[src/rtl/cpu_boot_loader_if.sv]
// Bundle of the boot loader's host, image-stream, memory and CPU-control signals.
// The slave modport is the loader's view of the bundle. The master modport is the environment's view.
interface cpu_boot_loader_if #(
  parameter int W = 8,
  parameter int A = 5
) ();
  logic         start;
  logic         s_valid;
  logic [W-1:0] s_data;
  logic         s_ready;
  logic         mem_write;
  logic         mem_read;
  logic [A-1:0] mem_addr;
  logic [W-1:0] mem_data_out;
  logic [W-1:0] mem_data_in;
  logic         cpu_rst_n;
  logic         busy;
  logic         done;
  logic         error;

  modport slave (
    input  start, s_valid, s_data, mem_data_in,
    output s_ready, mem_write, mem_read, mem_addr, mem_data_out,
    output cpu_rst_n, busy, done, error
  );

  modport master (
    output start, s_valid, s_data, mem_data_in,
    input  s_ready, mem_write, mem_read, mem_addr, mem_data_out,
    input  cpu_rst_n, busy, done, error
  );
endinterface

[src/rtl/cpu_boot_loader.sv]
// Streams a program image into CPU memory and can read it back to check a modular sum.
// CPU reset is released only after the image has been loaded, or loaded and verified.
module cpu_boot_loader #(
  parameter int DEFAULT_WORD_W = 8,
  parameter int ADDR_WIDTH     = 5,
  parameter int VERIFY_EN      = 1
) (
  input  logic               clk,
  input  logic               rst,
  cpu_boot_loader_if.slave   bus
);
  localparam logic [ADDR_WIDTH-1:0] ADDR_LAST = '1;

  typedef enum logic [2:0] {
    S_IDLE, S_LOAD, S_WRITE, S_RD, S_CMP, S_RUN, S_FAIL
  } state_t;

  state_t                    state_q, state_d;
  logic [ADDR_WIDTH-1:0]     addr_q, addr_d;
  logic [DEFAULT_WORD_W-1:0] sum_wr_q, sum_wr_d;
  logic [DEFAULT_WORD_W-1:0] sum_rd_q, sum_rd_d;
  logic [DEFAULT_WORD_W-1:0] data_q, data_d;

  // Checksum addition wraps modulo 2**W; the carry is deliberately dropped.
  function automatic logic [DEFAULT_WORD_W-1:0] add_mod(
    input logic [DEFAULT_WORD_W-1:0] a,
    input logic [DEFAULT_WORD_W-1:0] b
  );
    return a + b;
  endfunction

  always_ff @(posedge clk) begin
    if (rst) begin
      state_q  <= S_IDLE;
      addr_q   <= '0;
      sum_wr_q <= '0;
      sum_rd_q <= '0;
    end else begin
      state_q  <= state_d;
      addr_q   <= addr_d;
      sum_wr_q <= sum_wr_d;
      sum_rd_q <= sum_rd_d;
    end
  end

  // The word buffer is only observed in WRITE, so it needs no reset.
  always_ff @(posedge clk) begin
    data_q <= data_d;
  end

  always_comb begin
    state_d  = state_q;
    addr_d   = addr_q;
    sum_wr_d = sum_wr_q;
    sum_rd_d = sum_rd_q;
    data_d   = data_q;
    unique case (state_q)
      S_IDLE, S_RUN, S_FAIL: begin
        if (bus.start) begin
          state_d  = S_LOAD;
          addr_d   = '0;
          sum_wr_d = '0;
          sum_rd_d = '0;
        end
      end
      S_LOAD: begin
        if (bus.s_valid) begin
          data_d   = bus.s_data;
          sum_wr_d = add_mod(sum_wr_q, bus.s_data);
          state_d  = S_WRITE;
        end
      end
      S_WRITE: begin
        if (addr_q == ADDR_LAST) begin
          addr_d  = '0;
          state_d = (VERIFY_EN != 0) ? S_RD : S_RUN;
        end else begin
          addr_d  = addr_q + 1'b1;
          state_d = S_LOAD;
        end
      end
      S_RD: begin
        state_d = S_CMP;
      end
      S_CMP: begin
        sum_rd_d = add_mod(sum_rd_q, bus.mem_data_in);
        if (addr_q == ADDR_LAST) begin
          addr_d  = '0;
          state_d = (sum_rd_d == sum_wr_q) ? S_RUN : S_FAIL;
        end else begin
          addr_d  = addr_q + 1'b1;
          state_d = S_RD;
        end
      end
      default: begin
        state_d = S_IDLE;
      end
    endcase
  end

  // Memory strobes, address and data stay zero outside WRITE/RD so the CPU owns memory in RUN.
  assign bus.s_ready      = (state_q == S_LOAD);
  assign bus.mem_write    = (state_q == S_WRITE);
  assign bus.mem_read     = (state_q == S_RD);
  assign bus.mem_addr     = ((state_q == S_WRITE) || (state_q == S_RD)) ? addr_q : '0;
  assign bus.mem_data_out = (state_q == S_WRITE) ? data_q : '0;
  assign bus.cpu_rst_n    = (state_q == S_RUN);
  assign bus.busy         = (state_q == S_LOAD) || (state_q == S_WRITE) ||
                            (state_q == S_RD)   || (state_q == S_CMP);
  assign bus.done         = (state_q == S_RUN);
  assign bus.error        = (state_q == S_FAIL);
endmodule
[src/flat_wrapper.sv]
// flat-port wrapper written by rule: the top's interface ports become plain ports
module cpu_boot_loader_flat 
#(
  parameter int DEFAULT_WORD_W = 8,
  parameter int ADDR_WIDTH     = 5,
  parameter int VERIFY_EN      = 1
)
  (clk, rst, bus_start, bus_s_valid, bus_s_data, bus_mem_data_in, bus_s_ready, bus_mem_write, bus_mem_read, bus_mem_addr, bus_mem_data_out, bus_cpu_rst_n, bus_busy, bus_done, bus_error);
  cpu_boot_loader_if bus_i ();
  input  logic clk;
  input  logic rst;
  input wire logic [$bits(bus_i.start)-1:0] bus_start;
  input wire logic [$bits(bus_i.s_valid)-1:0] bus_s_valid;
  input wire logic [$bits(bus_i.s_data)-1:0] bus_s_data;
  input wire logic [$bits(bus_i.mem_data_in)-1:0] bus_mem_data_in;
  output wire logic [$bits(bus_i.s_ready)-1:0] bus_s_ready;
  output wire logic [$bits(bus_i.mem_write)-1:0] bus_mem_write;
  output wire logic [$bits(bus_i.mem_read)-1:0] bus_mem_read;
  output wire logic [$bits(bus_i.mem_addr)-1:0] bus_mem_addr;
  output wire logic [$bits(bus_i.mem_data_out)-1:0] bus_mem_data_out;
  output wire logic [$bits(bus_i.cpu_rst_n)-1:0] bus_cpu_rst_n;
  output wire logic [$bits(bus_i.busy)-1:0] bus_busy;
  output wire logic [$bits(bus_i.done)-1:0] bus_done;
  output wire logic [$bits(bus_i.error)-1:0] bus_error;
  assign bus_i.start = bus_start;
  assign bus_i.s_valid = bus_s_valid;
  assign bus_i.s_data = bus_s_data;
  assign bus_i.mem_data_in = bus_mem_data_in;
  assign bus_s_ready = bus_i.s_ready;
  assign bus_mem_write = bus_i.mem_write;
  assign bus_mem_read = bus_i.mem_read;
  assign bus_mem_addr = bus_i.mem_addr;
  assign bus_mem_data_out = bus_i.mem_data_out;
  assign bus_cpu_rst_n = bus_i.cpu_rst_n;
  assign bus_busy = bus_i.busy;
  assign bus_done = bus_i.done;
  assign bus_error = bus_i.error;
  cpu_boot_loader #(.DEFAULT_WORD_W(DEFAULT_WORD_W), .ADDR_WIDTH(ADDR_WIDTH), .VERIFY_EN(VERIFY_EN)) u_core (.clk(clk), .rst(rst), .bus(bus_i));
endmodule
[config.mk]
export PLATFORM = sky130hd
export DESIGN_NAME = cpu_boot_loader_flat
export DESIGN_NICKNAME = d
export VERILOG_FILES = /design/src/rtl/cpu_boot_loader_if.sv /design/src/rtl/cpu_boot_loader.sv /design/src/flat_wrapper.sv
export SDC_FILE = /design/constraint.sdc
export NUM_CORES = 1
export LEC_CHECK = 0
export ABC_AREA = 0
export CAP_MARGIN = 25
export CORE_UTILIZATION = 30
export CTS_BUF_LIST = sky130_fd_sc_hd__clkbuf_16
export CTS_CLUSTER_DIAMETER = 80
export DETAILED_ROUTE_END_ITERATION = 6
export HOLD_SLACK_MARGIN = 0.06
export PLACE_DENSITY = 0.52
export SLEW_MARGIN = 0
export SYNTH_ARGS = -nofsm -noshare
export SYNTH_HDL_FRONTEND = slang
export SYNTH_SLANG_ARGS = --single-unit
[constraint.sdc]
create_clock -name clk -period 3.9 [get_ports clk]
set_input_delay 1.17 -clock clk [delete_from_list [all_inputs] [get_ports clk]]
set_output_delay 1.17 -clock clk [all_outputs]
set_load 0.005 [all_outputs]
* After elaboration in Yosys (flattened, before gate mapping)
Index checks and enable logic that the tools add are counted.
Widths: inputs -> output; s select.
** Cells by class
- Reduce and logical (&&, ||, !) cells :: 15
- Multiplexer cells :: 15
- Equality and inequality tests :: 10
- Add/subtract/negate cells :: 3
** Operators with widths (number)
- $pmux 8 s2 :: 2
- $mux 8 :: 3
- $add 8x8->8 :: 2
- $mux 5 :: 3
- $pmux 3 s5 :: 1
- $pmux 5 s2 :: 1
- $eq 3x3->1 const B :: 3
- $mux 3 :: 3
- $eq 8x8->1 :: 1
- $reduce_and 2->1 :: 4
- $eq 3x2->1 const B :: 2
- $reduce_bool 2->1 :: 3
- $add 5x1->5 const B :: 1
- $eq 5x5->1 const B :: 1
- $logic_or 1x1->1 :: 4
- $mux 2 :: 2
- $ne 2x2->1 const B :: 2
- $eq 3x1->1 const B :: 1
- $logic_not 3->1 :: 1
- $reduce_and 3->1 :: 1
- $reduce_or 3->1 :: 1
- $reduce_or 2->1 :: 1
** Word-level totals
- Bits of input ports :: 20
- Output and inout port bits :: 20
- Word-level logic and storage cells :: 48
- Register bits after elaboration :: 32

* Logic depth before layout (Yosys ltp)
- Word-level depth :: 5
- Gate-level depth with buffers :: 8
- Gate-level depth less buffers :: 8

* Least setup slack after synthesis
No wires, ideal clock.
- Kind :: in2reg
- Start point :: input bus_mem_data_in[0]
- End point :: register u_core.state_q[1]
- Data required time :: 3.762 ns
- Setup time :: 0.138 ns
- Arrival :: 2.827 ns
- Stages on the path :: 8
- Slack :: 0.934 ns
- Path buffers :: 0
- Cell sequence :: ha_1 > fa_1 > xor2_1 > xnor2_1 > nand4_1 > a211o_1 > nor4_2 > a41oi_1
** On the way
- Longest elaborated chain between the ends :: 5
** RTL lines
- from (decl) :: RTL line flat_wrapper.sv:15 : input wire logic [$bits(bus_i.mem_data_in)-1:0] bus_mem_data_in;
- $add 8x8->8 :: RTL line cpu_boot_loader.sv:29 : return a + b;
- $eq 8x8->1 :: RTL line cpu_boot_loader.sv:89 : state_d = (sum_rd_d == sum_wr_q) ? S_RUN : S_FAIL;
- $mux 2 :: RTL line cpu_boot_loader.sv:89
- $mux 3 :: RTL line cpu_boot_loader.sv:87 : if (addr_q == ADDR_LAST) begin
- $pmux 3 s5 :: RTL line cpu_boot_loader.sv:57 : unique case (state_q)
- to (signal assigned) :: RTL line cpu_boot_loader.sv:39 : state_q <= state_d;
- to (decl) :: RTL line cpu_boot_loader.sv:18 : state_t state_q, state_d;
Every way passes these cells.
A chain may end at the register's enable or synchronous reset.

* Worst setup path in the final report
Ends and elaborated chain as after synthesis.

==> impl_metrics.ini <==
[grt]
grt.overflow.total = 0
grt_usage = 0.134
use_met1 = 0.170
grt_max_degree = 16
antenna_found_initial = 0
grt_pass1_vias = 1802
grt_pass1_wl_um = 8200
grt_most_used_layer = met2
use_met2 = 0.223
grtUsageMet3 = 0.0240

[sta]
final-hold-violation-count = 0
max_freq_ghz = 0.303
tns_ps = 0
setup_viol = 0
fin_skew_ps = 2.43
worst_pin_slew_ps = 771
final.min_clock_period_ps = 3300
timing_max_transition_violations_final = 0
slew_headroom = 0.484
fin_crit_sh = 0.845
rsz0062_at_grt = no
worst_slack_ps = 604

[critical_path]
worstSetupStartpointType = primary input
worst_r2r_path_depth = 8
cp_slowest_cell = fa_1
critical_path_arrival_ps = 3430
cp.required_ps = 4040
crit_chain = clkdlybuf4s50_1, ha_1, fa_1, xor2_1, xnor2_1, nand4_1, a211o_1, nor4_2, a41oi_1
path_class = primary input to flop
slowest_delay_ps = 420
cp_max_fo = 2
r2r_start = u_core.sum_rd_q[0]$_SDFFE_PP0P_
r2r_slack_ps = 1620
r2r_end = u_core.state_q[1]$_SDFFE_PP0P_
worstSetupEndpointType = flop

[yosys]
ys_seq_area_frac = 0.317
synth-seq-cells = 32
synth_commonest_cells = nor2_1, dfxtp_1, and2_1, ha_1
async_flop_share = 0
synth_cell_types = 48
yosysMostFrequentCell = nor2_1
synth_area_mm2 = 0.00228
netlist_instances = 263
syn_nets = 301
ys_warn_count = 0
synth_edf_count = 8
yosys-top-cells-area = dfxtp_1, edfxtp_1, ha_1, nor2_1, xnor2_1
syn_area_per_cell_um2 = 8.65
synth_ff_type = dfxtp_1
netlist.area_leader.share = 0.211
synth_top_cell_by_area = dfxtp_1

[placed_design]
port_buffers = 39
place_congestion = 0.826
detailed_place_hpwl_um = 3780
pre_cts_ws_ps = 295
place_inst = 394

[pwr]
vdd_drop_max_uv = 202
power_w = 0.000874
power_per_cell_area_mw_per_mm2 = 301
leakage_nw = 1.14

[min_path]
holdPathStages = 2
hold_class = flop to flop
worstHoldStart = u_core.addr_q[4]$_SDFFE_PP0P_
hold_end = u_core.addr_q[4]$_SDFFE_PP0P_

[detailed_routing]
detail_route.wl_per_cell_um = 12.2
finalWirelength_um = 4900
route.detailed.drc = 0
vias_per_cell = 4.82
antenna_left = 0
dr.pass1.iters = 4
vias = 1939
drt_iter0_drc = 63

[finish]
drive_above_1_share = 0.0561
final_cells = 402
area_growth_pct = 27.8
num_antenna_cells = 0
layout.nets = 340

[die]
pin_count = 40
die_h_um = 89.1
initial_utilization = 0.312
core_area_mm2 = 0.00729
die-area_mm2 = 0.00794
rows = 31
fp.dieW_um = 89.1

[clock_tree]
clk_path_buf_depth = 2
numCtsBuffers = 5
post_cts_buffers = 0
clock_latency_ps = 270
cts_tree = yes
h-tree-depth = 2
cts.sinks = 32
cts_resized = 0
clock-root-buffer = clkbuf_16
cts_hold_buf = 0
clk_pin_slew_ps = 50

[run]
max_cap_viol_count = 0

[outcome]
status = finished, final reports clean
==> kinds of logic (layout without fill, tap and decap cells) <==
logic type / after synthesis / count (layout) / share of synthesized area
xor+xnor: 22 / 22 / 0.0940
compound gates: 66 / 66 / 0.201
fa+ha+maj: 18 / 18 / 0.106
buf+inv: 15 / 55 / 0.0280
flops: 32 / 32 / 0.317
simple gates: 108 / 108 / 0.246
mux: 2 / 2 / 0.00880
==> layer usage <==
metal  share of wire  wire, µm
met4           0.016        78
met3           0.037       180
met5               0         0
met1            0.49      2420
met2            0.45      2230
==> state kept, by name (all words and copies together), names as in the netlist <==
register / count
u_core.sum_wr_q: 8
u_core.sum_rd_q: 8
u_core.data_q: 8
u_core.state_q: 3
u_core.addr_q: 5
==> cells in the final DEF, fill, tap and decap left out, types with 3 or more instances in the layout <==
master            n
nor2_1           34
a211oi_1          3
nand2_1          14
o21ai_0          11
clkdlybuf4s50_1  39
nand3b_1          4
xor2_1            7
a21o_1            3
o21bai_1          4
a21oi_1          14
clkbuf_16         5
and2_1           18
or3_1             3
o21ai_1           3
edfxtp_1          8
dfxtp_1          24
nand4_1           4
buf_4             4
a22oi_1          12
nand2b_1          6
ha_1             16
nor3_1            6
xnor2_1          13
nor2b_1          12
inv_1             5
==> critical path, delay by kind of cell <==
family          cells  cell delay [ps]
fa+ha+maj           2              670
simple gates        2              380
buf+inv             1              400
compound gates      2              400
xor+xnor            2              400
==> power by group <==
part	internal, W	leakage (nW)	switching, W
clock network	0.000230	0.0762	0.000133
registers	0.000351	0.268	0.0000122
logic	0.0000750	0.793	0.0000729
==> how the worst max path moves through the flow <==
| stage | start | to | cells past startpoint |
|---|---|---|---|
| CTS | bus_mem_data_in[0] | u_core.state_q[1]$_SDFFE_PP0P_ | 9 |
| finish | bus_mem_data_in[0] | u_core.state_q[1]$_SDFFE_PP0P_ | 9 |
| detailed placement | bus_mem_data_in[0] | u_core.state_q[1]$_SDFFE_PP0P_ | 9 |
| global route | bus_mem_data_in[0] | u_core.state_q[1]$_SDFFE_PP0P_ | 9 |
| floorplan | bus_mem_data_in[0] | u_core.state_q[1]$_SDFFE_PP0P_ | 8 |
| global placement | bus_mem_data_in[0] | u_core.state_q[1]$_SDFFE_PP0P_ | 9 |
==> per-stage QoR <==
stage / utilization / hold slack (ps) / instance area (µm²)
5_1_grt: 0.399 / 516 / 2910
2_1_floorplan: - / 445 / 2280
6_report: 0.399 / 470 / 2910
3_5_place_dp: 0.380 / 471 / 2770
3_3_place_gp: 0.380 / 464 / 2770
4_1_cts: 0.399 / 479 / 2910
==> final cells by class <==
cell class | instances | area, µm²
flip-flops and latches | 32 | 721
clock buffers | 5 | 125
inverters | 4 | 15.0
clock inverters | 3 | 12.5
repair buffers | 43 | 420
well taps | 99 | 124
multi-input cells | 216 | 1490
fillers | 787 | 4380
No activity file was read; power rests on OpenSTA's default activity.
